`config.mk`:
```
export PLATFORM = sky130hd
export DESIGN_NAME = inst_issue_buffer
export DESIGN_NICKNAME = d
export VERILOG_FILES = /design/src/rtl/inst_issue_buffer.sv
export SDC_FILE = /design/constraint.sdc
export NUM_CORES = 2
export LEC_CHECK = 0
export BUFFER_PORTS_ARGS = -buffer_cell sky130_fd_sc_hd__buf_2
export CORE_ASPECT_RATIO = 0.9
export CORE_MARGIN = 3
export CORE_UTILIZATION = 49
export DETAILED_ROUTE_END_ITERATION = 10
export GPL_TIMING_DRIVEN = 1
export SETUP_SLACK_MARGIN = 0.3
export SYNTH_ARGS = -nofsm -noshare
export SYNTH_HDL_FRONTEND = slang
export SYNTH_SLANG_ARGS = --single-unit
```
`constraint.sdc`:
```
create_clock -name clk -period 3.2 [get_ports clk]
set_input_delay 0.64 -clock clk [delete_from_list [all_inputs] [get_ports clk]]
set_output_delay 0.64 -clock clk [all_outputs]
set_load 0.005 [all_outputs]
```
`src/rtl/inst_issue_buffer.sv`:
```
// Instruction buffer and in-order issue stage feeding the decoder.
// The host loads a program while idle; start issues it one word per non-stalled cycle.
module inst_issue_buffer #(
    parameter int unsigned DEPTH = 64,
    parameter int unsigned AW    = 6,
    parameter int unsigned IW    = 25
) (
    input  logic          clk,
    input  logic          rst_n,
    input  logic          load_en,
    input  logic [AW-1:0] load_addr,
    input  logic [IW-1:0] load_data,
    input  logic          clear,
    input  logic          start,
    input  logic          stall,
    output logic [IW-1:0] opcode,
    output logic          opcode_valid,
    output logic [AW-1:0] pc,
    output logic          busy,
    output logic          done
);

    // pc and len need one extra bit so a full buffer never wraps mid-program
    localparam int unsigned LW = AW + 1;

    localparam logic [0:0] S_IDLE = 1'b0;
    localparam logic [0:0] S_RUN  = 1'b1;

    logic [0:0]    state_q, state_d;
    logic [LW-1:0] len_q, len_d;
    logic [LW-1:0] pc_q, pc_d;
    logic [LW-1:0] load_end;
    logic [IW-1:0] opcode_d;
    logic          valid_d;
    logic          busy_d;
    logic          done_d;
    logic          load_acc;

    logic [IW-1:0] mem [DEPTH];

    assign load_acc = load_en && (state_q == S_IDLE);
    assign load_end = LW'(load_addr) + LW'(1);
    assign pc       = pc_q[AW-1:0];

    // Program storage: not reset, written only while idle
    always_ff @(posedge clk) begin
        if (load_acc) begin
            mem[load_addr] <= load_data;
        end
    end

    always_ff @(posedge clk or negedge rst_n) begin
        if (!rst_n) begin
            state_q      <= S_IDLE;
            len_q        <= '0;
            pc_q         <= '0;
            opcode       <= '0;
            opcode_valid <= 1'b0;
            busy         <= 1'b0;
            done         <= 1'b0;
        end else begin
            state_q      <= state_d;
            len_q        <= len_d;
            pc_q         <= pc_d;
            opcode       <= opcode_d;
            opcode_valid <= valid_d;
            busy         <= busy_d;
            done         <= done_d;
        end
    end

    always_comb begin
        state_d  = state_q;
        len_d    = len_q;
        pc_d     = pc_q;
        opcode_d = opcode;
        valid_d  = opcode_valid;
        done_d   = 1'b0;

        case (state_q)
            S_IDLE: begin
                if (load_en && (load_end > len_q)) begin
                    len_d = load_end;
                end
                // clear wins over a same-cycle load for the length only
                if (clear) begin
                    len_d = '0;
                end
                if (start && !load_en && !clear) begin
                    if (len_q != '0) begin
                        state_d  = S_RUN;
                        opcode_d = mem[0];
                        valid_d  = 1'b1;
                        pc_d     = LW'(1);
                    end else begin
                        done_d = 1'b1;
                    end
                end
            end
            S_RUN: begin
                if (!stall) begin
                    if (pc_q < len_q) begin
                        opcode_d = mem[pc_q[AW-1:0]];
                        pc_d     = pc_q + LW'(1);
                    end else begin
                        state_d = S_IDLE;
                        valid_d = 1'b0;
                        pc_d    = '0;
                        done_d  = 1'b1;
                    end
                end
            end
            default: begin
                state_d = S_IDLE;
            end
        endcase

        busy_d = (state_d == S_RUN);
    end

endmodule

```
==> flow_summary.yaml <==
worst_setup_path:
  worstSetupEndpointType: "register"
  timing.rr.start: "pc_q[0]"
  r2r_setup_slack_ps: 310
  worstPathRequired_ps: 3890
  cp_max_fo: 24
  critPathKind: "register to register"
  worstPathArrival_ps: 3580
  reg2reg_to: "pc_q[2]"
  crit_path_start_kind: "register"
  r2r_cells: 9
worst_hold_path:
  hold_depth: 1
  hp-class: "primary input to register"
  holdCritStartpoint: "load_data[21]"
  min_to: "mem[10][21]"
synthesis:
  syn_area_um2: 63700
  postSynthCellCount: 3102
  synth-seq-cells: 1642
  syn_avg_cell_area_um2: 20.5
  ys_seq_area_share_pct: 77.0
  synth_cell_types: 57
  yosys.area.top_type_share_pct: 75.4
  async_flop_share_pct: 2.56
  syn_nets: 3154
  yosys-top-cells-area: "edfxtp_1, mux4_2, mux2i_1"
  synth-main-ff-cell: "edfxtp_1"
  yosys.area.top_type: "edfxtp_1"
  synth_edf_count: 1600
  ys_warn_count: 0
place:
  io_buffers: 70
  placed_area_um2: 68700
  place_congestion: 0.889
  hpwl_um: 107000
grt:
  grt_pass1_wl_um: 248000
  antenna_found_initial: 12
  grt_pass1_vias: 33400
  grt_max_degree: 65
  grt_overflow: 0
  track_usage_pct: 26.1
timing:
  rsz0062_at_grt: "true"
  worst_pin_slew_ps: 1350
  hold_viol: 0
  slew_violations: 0
  finClkSkew_ps: 35.2
  min_period_over_period_pct: 90.3
  setup_viol: 0
  max_freq_mhz: 346
  maxSlewHeadroom_pct: 9.79
  period_needed_ps: 2890
power:
  irDropWorstVdd_uv: 601
  p_per_area_nw_per_um2: 789
  p_leak_uw: 0.0242
clock_network:
  clock_latency_ps: 800
  cts_buffers: 165
  cts_tree: "built"
  clockBufferDepth: 3
  clockRootBuffer: "clkbuf_16"
  cts_sinks: 1642
  path_clk_slew_ps: 60
  cts_htree_levels: 4
floorplanning:
  ioPinCount: 71
  rows: 124
  die_x_um: 386
  die_h_um: 348
  core_area_um2: 128000
  dieArea_um2: 134000
  start_util_pct: 49.8
routing:
  wl_per_cell_um: 32.8
  via_per_inst: 6.32
  drt_wl_total_um: 175000
  antenna_left: 0
  num_vias: 33700
  remaining_drc_errors: 0
  firstDrtPassIters: 6
  drt_iter0_markers: 4358
layout:
  fin_util_pct: 58.3
  drive_above_1_share_pct: 28.9
  area_delta_synth_final_pct: 17.0
  nets: 3547
  design_area_um2: 74600
run:
  cap_viol_max_count: 0
outcome:
  outcome: "complete, no violations"
[synth_stat cells, drive strengths merged (7+ instances only)]
cell type	n
mux2i	196
o311a	21
dfrtp	42
a21oi	33
o21ai	61
a2111oi	11
nor3	29
ha	15
mux4	307
buf	101
a211oi	54
nand3	15
nor2	111
nand3b	11
a221oi	21
nand2	81
nor2b	51
clkbuf	79
o32a	22
inv	36
o311ai	7
edfxtp	1600
nand2b	9
a22oi	50
a311oi	23
o22ai	53
[layout make-up]
class / instances / area (um^2)
Antenna cell: 1 / 2.50
Tap cell: 1701 / 2130
Fill cell: 9270 / 53400
Sequential cell: 1642 / 49100
Clock buffer: 224 / 4490
Clock inverter: 78 / 801
Multi-Input combinational cell: 1244 / 13900
Inverter: 36 / 135
Timing Repair Buffer: 406 / 4010
[cell families (layout without fill, tap and decap cells)]
family / count (synthesis) / in the layout / share of synthesized area [%]
other: 0 / 1 / 0
and+or+nand+nor: 339 / 339 / 2.56
xor gates and xnor gates: 4 / 4 / 0.0550
DFF: 1642 / 1642 / 77.0
adders and majority gates: 15 / 15 / 0.294
muxes: 503 / 503 / 13.9
AOI/OAI and AO/OA: 383 / 383 / 4.36
buffers and inverters: 216 / 744 / 1.77
[what timing repair did]
item / 4_1_cts / 5_1_grt
endpoints found under the hold margin: 26 / 0
gates cloned: 0 / 6
setup buffers: 0 / 15
endpoints found under the setup margin: 14 / 22
hold buffers: 1 / 0
gates resized for setup: 18 / 38
pin swaps: 2 / 7
[power breakdown]
part	total (uW)	leakage (uW)	internal [uW]	switching (uW)
clock	19000	0.00257	11000	8020
sequential	24400	0.0149	23900	434
combinational	15500	0.00677	7290	8200
total	58900	0.0242	42200	16700
[sequential cells by signal, indices dropped and copies added (netlist names)]
register and flops:
state_q 1, len_q 7, done 1, pc_q 7
opcode 25, opcode_valid 1, mem 1600
[metal layers]
layer  global-route usage (%)  up-vias  routed length [um]
li1                         -    13700                   -
met1                     40.7    17900               73900
met2                     36.9     1781               76500
met3                     7.16      238               20700
met4                     6.35        8                3800
met5                        0        -                  58
[cell usage in the layout (no fill, tap or decap), types with 14 or more instances in the layout]
cell	n
nor3_1	24
a211oi_1	54
o311a_1	20
dfrtp_1	37
a311oi_1	17
clkbuf_16	175
o22ai_1	46
buf_4	244
inv_1	35
clkbuf_1	50
a22oi_1	50
nand2_1	81
clkinv_2	25
a21oi_1	33
edfxtp_1	1600
buf_2	70
nor2b_1	49
o32a_1	22
a221oi_1	20
buf_12	70
ha_1	15
nor2_2	60
mux2i_1	187
o21ai_0	56
clkinv_1	24
nand3_1	15
mux4_2	307
bufinv_16	14
nor2_1	47
[metrics by stage]
step	hold WS (ps)	total power [uW]	setup WS, ps	std cells	TNS (ps)
final	119	58900	312	5332	0
after CTS	57.6	58300	150	5310	0
after floorplan	344	33700	73.7	3102	0
after global placement	493	39100	21.6	5007	0
after global routing	118	60900	264	5331	0
after detailed placement	506	39300	-47.3	5007	-47.3
[worst max-delay path, stage by stage, from the launching register on]
cell and delay [ps]:
dfrtp_4 480, buf_12 170, buf_6 180, buf_12 170, nand2b_1 180, a211o_1 320, a211oi_1 550, nand2_1 240
nor3b_1 260, a21o_1 220
[worst max-delay path by stage]
| stage | from | end | cells after the start |
|---|---|---|---|
| final | pc_q[0] | pc_q[2] | 9 |
| after floorplan | load_addr[0] | mem[41][0] | 4 |
| after detailed placement | pc_q[0] | opcode[18] | 9 |
| after CTS | pc_q[0] | opcode[18] | 9 |
| after global routing | pc_q[0] | opcode[10] | 9 |
| after global placement | pc_q[0] | opcode[19] | 9 |
Power figures use the tool's default switching activity.
